[config.mk]
export PLATFORM = sky130hd
export DESIGN_NAME = mdu_iterative_flat
export DESIGN_NICKNAME = d
export VERILOG_FILES = /design/src/rtl/mdu_iterative_if.sv /design/src/rtl/mdu_iterative.sv /design/src/flat_wrapper.sv
export SDC_FILE = /design/constraint.sdc
export NUM_CORES = 1
export LEC_CHECK = 0
export ABC_AREA = 1
export CORE_ASPECT_RATIO = 1.25
export CORE_MARGIN = 4
export CORE_UTILIZATION = 37
export DETAILED_ROUTE_END_ITERATION = 10
export SYNTH_ARGS = -nofsm -noshare
export SYNTH_HDL_FRONTEND = slang
export SYNTH_SLANG_ARGS = --single-unit
export TNS_END_PERCENT = 1
[constraint.sdc]
create_clock -name clk -period 5.75 [get_ports clk]
set_input_delay 1.4375 -clock clk [delete_from_list [all_inputs] [get_ports clk]]
set_output_delay 1.4375 -clock clk [all_outputs]
set_load 0.01 [all_outputs]
[src/rtl/mdu_iterative_if.sv]
// Handshake/operand bundle between the multicycle controller and the
// iterative multiply/divide unit.
interface mdu_iterative_if #(
    parameter int WIDTH = 32
);
    logic             start;
    logic [2:0]       op;
    logic [WIDTH-1:0] a;
    logic [WIDTH-1:0] b;
    logic             busy;
    logic             done;
    logic [WIDTH-1:0] result;
    logic             illegal;

    modport master (
        output start, op, a, b,
        input  busy, done, result, illegal
    );

    modport slave (
        input  start, op, a, b,
        output busy, done, result, illegal
    );
endinterface

[src/rtl/mdu_iterative.sv]
// Iterative radix-2 multiply/divide unit implementing the RV32M op set.
// One shift-add (multiply) or restoring (divide) step per clock.
// Build option: define MDU_DIV_EN to include the divider datapath; without it,
// div/rem ops complete one edge after accept with result 0 and illegal high.
//
// state | meaning
// IDLE  | waiting for start
// CALC  | WIDTH iteration steps
// FIX   | sign correction, special cases, result select
// DONE  | done pulse, result valid
module mdu_iterative #(
    parameter int WIDTH = 32
) (
    input  logic           clk,
    input  logic           reset,
    mdu_iterative_if.slave bus
);
    localparam int CW = $clog2(WIDTH) + 1;

    localparam logic [1:0] S_IDLE = 2'd0;
    localparam logic [1:0] S_CALC = 2'd1;
    localparam logic [1:0] S_FIX  = 2'd2;
    localparam logic [1:0] S_DONE = 2'd3;

    logic [1:0]         state_q;
    logic [2:0]         op_q;
    logic [WIDTH-1:0]   opa_q;      // multiplier (shifts right) or dividend (shifts left)
    logic [WIDTH-1:0]   opb_q;      // multiplicand or divisor
    logic [2*WIDTH-1:0] acc_q;      // product, or {remainder, quotient}
    logic [CW-1:0]      cnt_q;
    logic               neg_q;
    logic [WIDTH-1:0]   result_q;

    logic               a_signed;
    logic               b_signed;
    logic               a_neg;
    logic               b_neg;
    logic [WIDTH-1:0]   a_mag;
    logic [WIDTH-1:0]   b_mag;
    logic [WIDTH:0]     mul_sum;
    logic [2*WIDTH-1:0] mul_next;
    logic [2*WIDTH-1:0] prod_fix;
    logic [WIDTH-1:0]   fix_val;

`ifdef MDU_DIV_EN
    logic               sign_a_q;
    logic [WIDTH-1:0]   a_raw_q;
    logic               bzero_q;
    logic               ovf_q;
    logic [WIDTH:0]     div_shift;
    logic               div_ge;
    logic [WIDTH:0]     div_diff;
    logic [2*WIDTH-1:0] div_next;
    logic [WIDTH-1:0]   quo_fix;
    logic [WIDTH-1:0]   rem_fix;
`else
    logic               illegal_q;
`endif

    // Operand signedness and magnitudes decoded from the incoming request
    always_comb begin
        a_signed = (bus.op == 3'b000) || (bus.op == 3'b001) || (bus.op == 3'b010) ||
                   (bus.op == 3'b100) || (bus.op == 3'b110);
        b_signed = (bus.op == 3'b000) || (bus.op == 3'b001) ||
                   (bus.op == 3'b100) || (bus.op == 3'b110);
        a_neg    = a_signed && bus.a[WIDTH-1];
        b_neg    = b_signed && bus.b[WIDTH-1];
        a_mag    = a_neg ? (~bus.a + 1'b1) : bus.a;
        b_mag    = b_neg ? (~bus.b + 1'b1) : bus.b;
    end

    // One shift-add multiply step: conditionally add multiplicand, shift right
    always_comb begin
        mul_sum  = {1'b0, acc_q[2*WIDTH-1:WIDTH]} + (opa_q[0] ? {1'b0, opb_q} : '0);
        mul_next = {mul_sum, acc_q[WIDTH-1:1]};
    end

`ifdef MDU_DIV_EN
    // One restoring divide step: shift in next dividend bit, trial subtract
    always_comb begin
        div_shift = {acc_q[2*WIDTH-1:WIDTH], opa_q[WIDTH-1]};
        div_ge    = (div_shift >= {1'b0, opb_q});
        div_diff  = div_shift - {1'b0, opb_q};
        div_next  = div_ge ? {div_diff[WIDTH-1:0], acc_q[WIDTH-2:0], 1'b1}
                           : {div_shift[WIDTH-1:0], acc_q[WIDTH-2:0], 1'b0};
    end
`endif

    // Sign fix-up, special-case override and result selection
    always_comb begin
        prod_fix = neg_q ? (~acc_q + 1'b1) : acc_q;
`ifdef MDU_DIV_EN
        quo_fix  = neg_q ? (~acc_q[WIDTH-1:0] + 1'b1) : acc_q[WIDTH-1:0];
        rem_fix  = sign_a_q ? (~acc_q[2*WIDTH-1:WIDTH] + 1'b1) : acc_q[2*WIDTH-1:WIDTH];
`endif
        fix_val  = '0;
        case (op_q)
            3'b000:                 fix_val = prod_fix[WIDTH-1:0];
            3'b001, 3'b010, 3'b011: fix_val = prod_fix[2*WIDTH-1:WIDTH];
`ifdef MDU_DIV_EN
            3'b100, 3'b101: begin
                if (bzero_q)    fix_val = '1;
                else if (ovf_q) fix_val = a_raw_q;
                else            fix_val = quo_fix;
            end
            3'b110, 3'b111: begin
                if (bzero_q)    fix_val = a_raw_q;
                else if (ovf_q) fix_val = '0;
                else            fix_val = rem_fix;
            end
`endif
            default:                fix_val = '0;
        endcase
    end

    // Sequencer and datapath registers
    always_ff @(posedge clk) begin
        if (reset) begin
            state_q  <= S_IDLE;
            op_q     <= '0;
            opa_q    <= '0;
            opb_q    <= '0;
            acc_q    <= '0;
            cnt_q    <= '0;
            neg_q    <= 1'b0;
            result_q <= '0;
`ifdef MDU_DIV_EN
            sign_a_q <= 1'b0;
            a_raw_q  <= '0;
            bzero_q  <= 1'b0;
            ovf_q    <= 1'b0;
`else
            illegal_q <= 1'b0;
`endif
        end else begin
            case (state_q)
                S_IDLE: begin
                    if (bus.start) begin
                        op_q  <= bus.op;
                        opa_q <= a_mag;
                        opb_q <= b_mag;
                        acc_q <= '0;
                        cnt_q <= '0;
                        neg_q <= a_neg ^ b_neg;
`ifdef MDU_DIV_EN
                        sign_a_q <= a_neg;
                        a_raw_q  <= bus.a;
                        bzero_q  <= bus.op[2] && (bus.b == '0);
                        ovf_q    <= bus.op[2] && !bus.op[0] &&
                                    (bus.a == {1'b1, {(WIDTH-1){1'b0}}}) && (bus.b == '1);
                        state_q  <= S_CALC;
`else
                        if (bus.op[2]) begin
                            result_q  <= '0;
                            illegal_q <= 1'b1;
                            state_q   <= S_DONE;
                        end else begin
                            state_q   <= S_CALC;
                        end
`endif
                    end
                end
                S_CALC: begin
                    cnt_q <= cnt_q + 1'b1;
`ifdef MDU_DIV_EN
                    if (op_q[2]) begin
                        acc_q <= div_next;
                        opa_q <= opa_q << 1;
                    end else begin
                        acc_q <= mul_next;
                        opa_q <= opa_q >> 1;
                    end
`else
                    acc_q <= mul_next;
                    opa_q <= opa_q >> 1;
`endif
                    if (cnt_q == CW'(WIDTH - 1)) begin
                        state_q <= S_FIX;
                    end
                end
                S_FIX: begin
                    result_q <= fix_val;
                    state_q  <= S_DONE;
                end
                default: begin
`ifndef MDU_DIV_EN
                    illegal_q <= 1'b0;
`endif
                    state_q <= S_IDLE;
                end
            endcase
        end
    end

    assign bus.busy   = (state_q != S_IDLE);
    assign bus.done   = (state_q == S_DONE);
    assign bus.result = result_q;
`ifdef MDU_DIV_EN
    assign bus.illegal = 1'b0;
`else
    assign bus.illegal = illegal_q;
`endif

endmodule

[src/flat_wrapper.sv]
// flat-port wrapper written by rule: the top's interface ports become plain ports
module mdu_iterative_flat 
#(
    parameter int WIDTH = 32
)
  (clk, reset, bus_start, bus_op, bus_a, bus_b, bus_busy, bus_done, bus_result, bus_illegal);
  mdu_iterative_if #(.WIDTH(WIDTH)) bus_i ();
  input  logic clk;
  input  logic reset;
  input wire logic [$bits(bus_i.start)-1:0] bus_start;
  input wire logic [$bits(bus_i.op)-1:0] bus_op;
  input wire logic [$bits(bus_i.a)-1:0] bus_a;
  input wire logic [$bits(bus_i.b)-1:0] bus_b;
  output wire logic [$bits(bus_i.busy)-1:0] bus_busy;
  output wire logic [$bits(bus_i.done)-1:0] bus_done;
  output wire logic [$bits(bus_i.result)-1:0] bus_result;
  output wire logic [$bits(bus_i.illegal)-1:0] bus_illegal;
  assign bus_i.start = bus_start;
  assign bus_i.op = bus_op;
  assign bus_i.a = bus_a;
  assign bus_i.b = bus_b;
  assign bus_busy = bus_i.busy;
  assign bus_done = bus_i.done;
  assign bus_result = bus_i.result;
  assign bus_illegal = bus_i.illegal;
  mdu_iterative #(.WIDTH(WIDTH)) u_core (.clk(clk), .reset(reset), .bus(bus_i));
endmodule
==> impl_results.md, run 1 <==
* Status: completed
* Most used DFF post-synth: dfxtp_1
* CORE AREA at approximately 34000 um^2
* Post-Route Skew at about 0.017 ns
* Residual DRC at 0
* CTS root buf: clkbuf_16
* Initial antenna violation count at 0
* Relative slew slack at approximately a quarter
* Dpl cell area at 14200 um^2
* HPWL after DPL at 31700 um
* Proportion of layout cells with a drive suffix above 1 at under 10%
* Via count at roughly 14000
* CP arrival at roughly 4.3 ns
* Mapped Cells at 2142
* H-tree depth at 4
* Setup TNS at 0 ns
* # resized after CTS at 0
* Port Buffer Count at 104
* Die Area at 37900 um^2
* TritonRoute pass-1 iters at 5
* FP Rows at 76
* Overall die height at approximately 220 um
* Vias per cell at between 5 and 6
* Seq/Total Area, Yosys at 26.9%
* Syn. warnings at 0
* CP startpoint kind: input pin
* IO Pins at 105
* Clk buf depth at 2
* Post-CTS Setup Inserts at 0
* Setup CP Type: in -> reg
* CTS tree: done
* Cell Area, Synth at around 13000 um^2
* Power Density at around 260 nW/um^2
* Place WS at around 1.3 ns
* R2R setup slack at approximately 2.4 ns
* Area Overhead vs Synth at 15.4%
* Max-slew violations at 0
* # nets final at between 2000 and 2500
* Gpl congestion at roughly 1.0
* Final core occ at 43.2%
* Design area at roughly 15000 um^2
* Pin count of the biggest net entering global routing at 102
* Starting Density at about 37%
* Count of final setup violators at 0
* Post-synth EDFFs at 0
* Routed WL at between 40000 and 50000 um
* # diodes at 0
* Worst vdd ir at 0.229 mV
* First DRT Iteration DRCs at between 900 and 1000
* Post-DRT Antenna Nets at 0
* Least-Margin Pin Slew at 1.12 ns
* Die Wd at 175 um
* RSZ-0062 raised after global routing: false
* Setup WS post-layout at between 1.5 and 2 ns
* Synth Net Count at 2254
* Routed WL per cell at between 15 and 20 um
* Fin crit share at around 69%
* Hold crit path type: reg -> reg
* Clk sinks at around 170
* Crit path capture type: flip-flop
* Netlist cell types at 53
* Post-synthesis async set-or-reset flop share at 0%
* Total global-route track usage at between 20% and 30%
* Clk slew on worst S/H paths at ~0.06 ns
* Fmax at approximately 0.25 GHz
* # hold bufs at CTS at 0
* Lkg Pwr at approximately 6.7 nW
* Max_cap viols at 0
* Average cell area after synthesis at around 6.0 um^2
* Synthesized flop and latch total at 173
* Worst Path Required at 6.10 ns
* Fin. Hold Viols at 0
* Final Hold Slack at around 0.46 ns
* Fillers at between 3000 and 4000
* First-pass GRT wire length at ~67000 um
* Tmin final at about 4.0 ns
* Crit-path max FO at 58
* Global route total overflow at 0
* Worst-skew pair later-pin latency at around 0.44 ns
* Num CTS Buffers at 17
* Vias in the first global route at between 10000 and 15000
cell usage after synthesis, drive strengths merged, types with 2 or more instances:
library cell,instances,share of area (%)
a211oi,2,0.12
a21o,4,0.23
a21oi,214,8.6
a221oi,2,0.14
a31oi,21,1.0
buf,31,1.3
clkbuf,50,1.5
dfxtp,173,27
ha,41,4.0
inv,209,6.1
nand2,653,19
nand3,162,6.7
nand3b,20,1.2
nand4,14,0.68
nor2,275,8.8
nor3,22,1.1
nor4,7,0.34
o211ai,14,0.82
o21a,7,0.41
o21ai,144,6.1
o21bai,8,0.47
o221ai,3,0.20
o22ai,8,0.39
or2,10,0.49
xnor2,15,1.0
xor2,23,1.6
kinds of logic after synthesis:
kind of cell	count (synthesis)	share of synthesized area, %
AOI/OAI and AO/OA	433	18.8
adders and majority gates	42	4.13
xor gates and xnor gates	38	2.58
buffers and inverters	291	8.84
and+or+nand+nor	1165	38.7
DFF	173	26.9
report_power, final:
group	switching (mW)	internal [mW]	leakage [nW]
Sequential	0.0927	1.33	1.41
Combinational	0.854	0.354	4.99
Clock	0.524	0.735	0.301
Total	1.47	2.42	6.70
area by class of cell:
cell class / instances / area, um^2 / share of cell area, %
clock inverters: 13 / 201 / 1.35
multi-input cells: 1678 / 8310 / 55.9
repair buffers: 112 / 1100 / 7.38
flip-flops and latches: 173 / 3460 / 23.3
well taps: 468 / 586 / 3.94
clock buffers: 17 / 425 / 2.86
inverters: 210 / 790 / 5.31
worst max-delay path, stage by stage:
cell and delay, ns:
clkdlybuf4s50_1 0.44, nand2_1 0.55, o21ai_2 0.36, inv_2 0.83, buf_4 0.45, nand2_1 0.09, a21oi_1 0.14
flip-flops by register name (all words and copies together) (netlist names):
signal / count
u_core.neg_q: 1
u_core.opb_q: 32
u_core.cnt_q: 6
u_core.opa_q: 32
u_core.state_q: 2
u_core.op_q: 3
u_core.bus.illegal: 1
u_core.acc_q: 64
u_core.bus.result: 32
layout by cell type, fill, tap and decap left out, types with 9 or more instances in the layout:
master,instances
nand2_1,642
nor2_1,252
a21oi_1,203
inv_1,198
dfxtp_1,172
nand3_1,156
o21ai_0,106
clkdlybuf4s50_1,103
ha_1,41
o21ai_1,28
xor2_1,23
a31oi_1,21
nand3b_1,20
nor3_1,18
clkbuf_16,17
xnor2_1,15
nor2_2,15
nand4_1,14
o211ai_1,14
inv_2,11
or2_2,10
a21oi_2,10
buf_4,9
worst paths after layout:
kind | start | endpoint | depth (start not counted)
max reg2reg | u_core.opa_q[0] | u_core.acc_q[57] | 14
min | u_core.bus.result[22] | u_core.bus.result[22] | 2
max | bus_start | u_core.acc_q[34] | 7
min reg2reg | u_core.bus.result[22] | u_core.bus.result[22] | 2
per-stage QoR:
stage	power [mW]	std cells
after floorplan	2.31	2142
after global placement	2.64	2641
after detailed placement	2.66	2641
after CTS	3.93	2671
after global routing	4.15	2671
final	3.89	2671
routing by layer:
layer	wire length (um)	global-route usage, %
met1	18300	27.5
met3	1500	2.29
met4	1510	8.99
met2	19700	36.6
met5	0	0
No activity file was read; power rests on OpenSTA's default activity.
==> run 2, diff against run 1 <==
Clock period 5.75 ns to 3.2 ns, I/O delays scaled along.
==> run 2 against run 1 <==
  * Combinational power grew 91%
  * Non-clock buffer count grew 11
  * Wire length grew 0.48%
  * Clock skew shrank 0.0034 ns
  * Design area grew 0.89%
==> impl_results.md, run 2 (synthesized netlist as in run 1, its figures left out) <==
* Vias per cell at 5.16 (+0.52%)
* Most frequent cells in the layout: nand2_1 (642), nor2_1 (252), a21oi_1 (203), inv_1 (198), dfxtp_1 (172)
* # hold bufs at CTS at 0 (unchanged)
* Initial antenna violation count at 0 (unchanged)
* Proportion of layout cells with a drive suffix above 1 at 6.36% (+0.55 points)
* RSZ-0062 raised after global routing: false
* CP max stage cell: clkdlybuf4s50_1
* Starting Density at 37.5% (unchanged)
* Post-Route Skew at 0.0139 ns (-0.00336 ns)
* Fin crit share at just under 90%
* Via count at 13848 (+1.0%)
* HPWL after DPL at 31700 um (about the same)
* Vias in the first global route at 13086 (+2.2%)
* Routed WL per cell at 15.4 um (about the same)
* # resized after CTS at 0 (unchanged)
* Clk buf depth at 2 (unchanged)
* Pin count of the biggest net entering global routing at 143 (+40%)
* Setup CP Type: reg -> out
* First-pass GRT wire length at 66400 um (-0.22%)
* Fillers at 3783 (-0.32%)
* Layout Cells excl Fill at 2684 (+0.49%)
* Crit-path max FO at 6 (-90%)
* CTS root buf: clkbuf_16
* Residual DRC at 0 (unchanged)
* CP delay by family, top: buffers and inverters
* Fin. Hold Viols at 0 (unchanged)
* Least-Margin Pin Slew at 0.820 ns (-0.298 ns)
* Final core occ at 43.6% (+0.39 points)
* Die Wd at 175 um (unchanged)
* Hold crit path type: reg -> reg
* Setup TNS at 0 ns (unchanged)
* Post-CTS Setup Inserts at 0 (unchanged)
* # nets final at 2315 (+0.48%)
* Buf/Inv on CP at 3 (unchanged)
* Global route total overflow at 0 (unchanged)
* Worst-skew pair later-pin latency at 0.46 ns (+0.02 ns)
* Power Density at 474 nW/um^2 (+81%)
* Place WS at 0.352 ns (-0.929 ns)
* CTS tree: done
* Most frequent CP cell: inv_1
* Overall die height at 217 um (unchanged)
* Setup WS post-layout at 0.425 ns (-1.35 ns)
* Num CTS Buffers at 17 (unchanged)
* TritonRoute pass-1 iters at 5 (unchanged)
* Dpl cells at 2652 (+0.42%)
* Design area at 15000 um^2 (+0.89%)
* CORE AREA at 34400 um^2 (unchanged)
* Worst Path Required at 2.40 ns (-3.70 ns)
* # diodes at 0 (unchanged)
* Post-DRT Antenna Nets at 0 (unchanged)
* CP startpoint kind: flip-flop
* IO Pins at 105 (unchanged)
* Crit path capture type: output port
* Dpl cell area at 14400 um^2 (+0.97%)
* Most flop-heavy register: u_core.acc_q
* Tmin final at about 2.8 ns
* FP Rows at 76 (unchanged)
* Most common library cell in the layout ignoring fill and taps: nand2_1
* Count of final setup violators at 0 (unchanged)
* Clk sinks at 173 (unchanged)
* Area Overhead vs Synth at 16.4%
* Max stage delay on crit path at 0.56 ns (-0.27 ns)
* Lkg Pwr at 6.77 nW (+1.2%)
* H-tree depth at 4 (unchanged)
* Relative slew slack at 45.3% (+20 points)
* Max_cap viols at 0 (unchanged)
* Status: completed
* Worst vdd ir at 0.373 mV (+63%)
* CP arrival at 1.97 ns (-2.36 ns)
* First DRT Iteration DRCs at 913 (-4.0%)
* Critical-path cell list: inv_1 -> ha_1 -> inv_1 -> clkdlybuf4s50_1
* Port Buffer Count at 104 (unchanged)
* Fmax at 0.360 GHz
* Clk slew on worst S/H paths at 0.08 ns (+0.02 ns)
* Max reg flops at 64 (unchanged)
* Die Area at 37900 um^2 (unchanged)
* Routed WL at 41300 um (+0.48%)
* Total global-route track usage at 21.5% (+0.073 points)
* Gpl congestion at 0.956 (-5.4%)
* Max-slew violations at 0 (unchanged)
-- run 2: cell count changes in the layout (fill, tap and decap cells not counted) --
cell	change
clkinvlp_4	-2
a21oi_4	-1
clkinv_4	+2
inv_8	+4
buf_12	+5
clkinv_8	+1
bufinv_16	-2
buf_4	+6
a21oi_2	+1
inv_6	-1
-- run 2: final timing paths --
path / cells after the start / slack (ns) / startpoint / end
setup / recovery: 4 / 0.43 / u_core.state_q[0] / bus_busy
hold / removal: 2 / 0.46 / u_core.bus.result[0] / u_core.bus.result[0]
setup reg to reg: 15 / 0.59 / u_core.opb_q[0] / u_core.acc_q[53]
hold reg to reg: 2 / 0.46 / u_core.bus.result[0] / u_core.bus.result[0]
-- run 2: layout make-up --
cell class	instances	area (um^2)	area share (%)
sequential	173	3460	23.1
multi-input combinational	1678	8300	55.3
timing repair buffer	123	1240	8.29
clock buffer	17	425	2.83
inverter	210	790	5.26
clock inverter	15	196	1.31
tap	468	586	3.90
-- run 2: worst register-to-register path, stage by stage (launching register included) --
cell     delay, ns
dfxtp_1       0.39
nand2_1       0.10
inv_1         0.07
ha_1          0.19
inv_1         0.09
fa_1          0.45
o21ai_2       0.29
nand2_1       0.08
nand2_1       0.13
nand3_1       0.10
nand2_1       0.16
nand3_1       0.12
nand2_1       0.08
nand2_1       0.05
nand3_1       0.08
a21oi_1       0.07
-- run 2: routing by layer --
metal | global-route usage (%) | vias to the layer above | routed length [um] | part of all wire (%)
li1 | - | 7112 | - | -
met1 | 25.8 | 6272 | 17300 | 42
met2 | 37.6 | 370 | 19900 | 48
met3 | 3.18 | 94 | 2140 | 5.2
met4 | 10.3 | 0 | 1910 | 4.6
met5 | 0 | - | 0 | 0
-- run 2: per-stage QoR --
stage / hold slack (ns) / power (mW)
6_report: 0.464 / 7.12
5_1_grt: 0.484 / 7.55
4_1_cts: 0.465 / 7.19
3_5_place_dp: 0.454 / 4.92
3_3_place_gp: 0.455 / 4.91
2_1_floorplan: 0.445 / 4.15
-- run 2: report_power, final --
part           switching [mW]  internal, mW  leakage [nW]  total, mW
Clock                    1.04          1.20         0.307       2.24
Combinational            1.58         0.729          5.06       2.31
Sequential              0.167          2.40          1.41       2.56
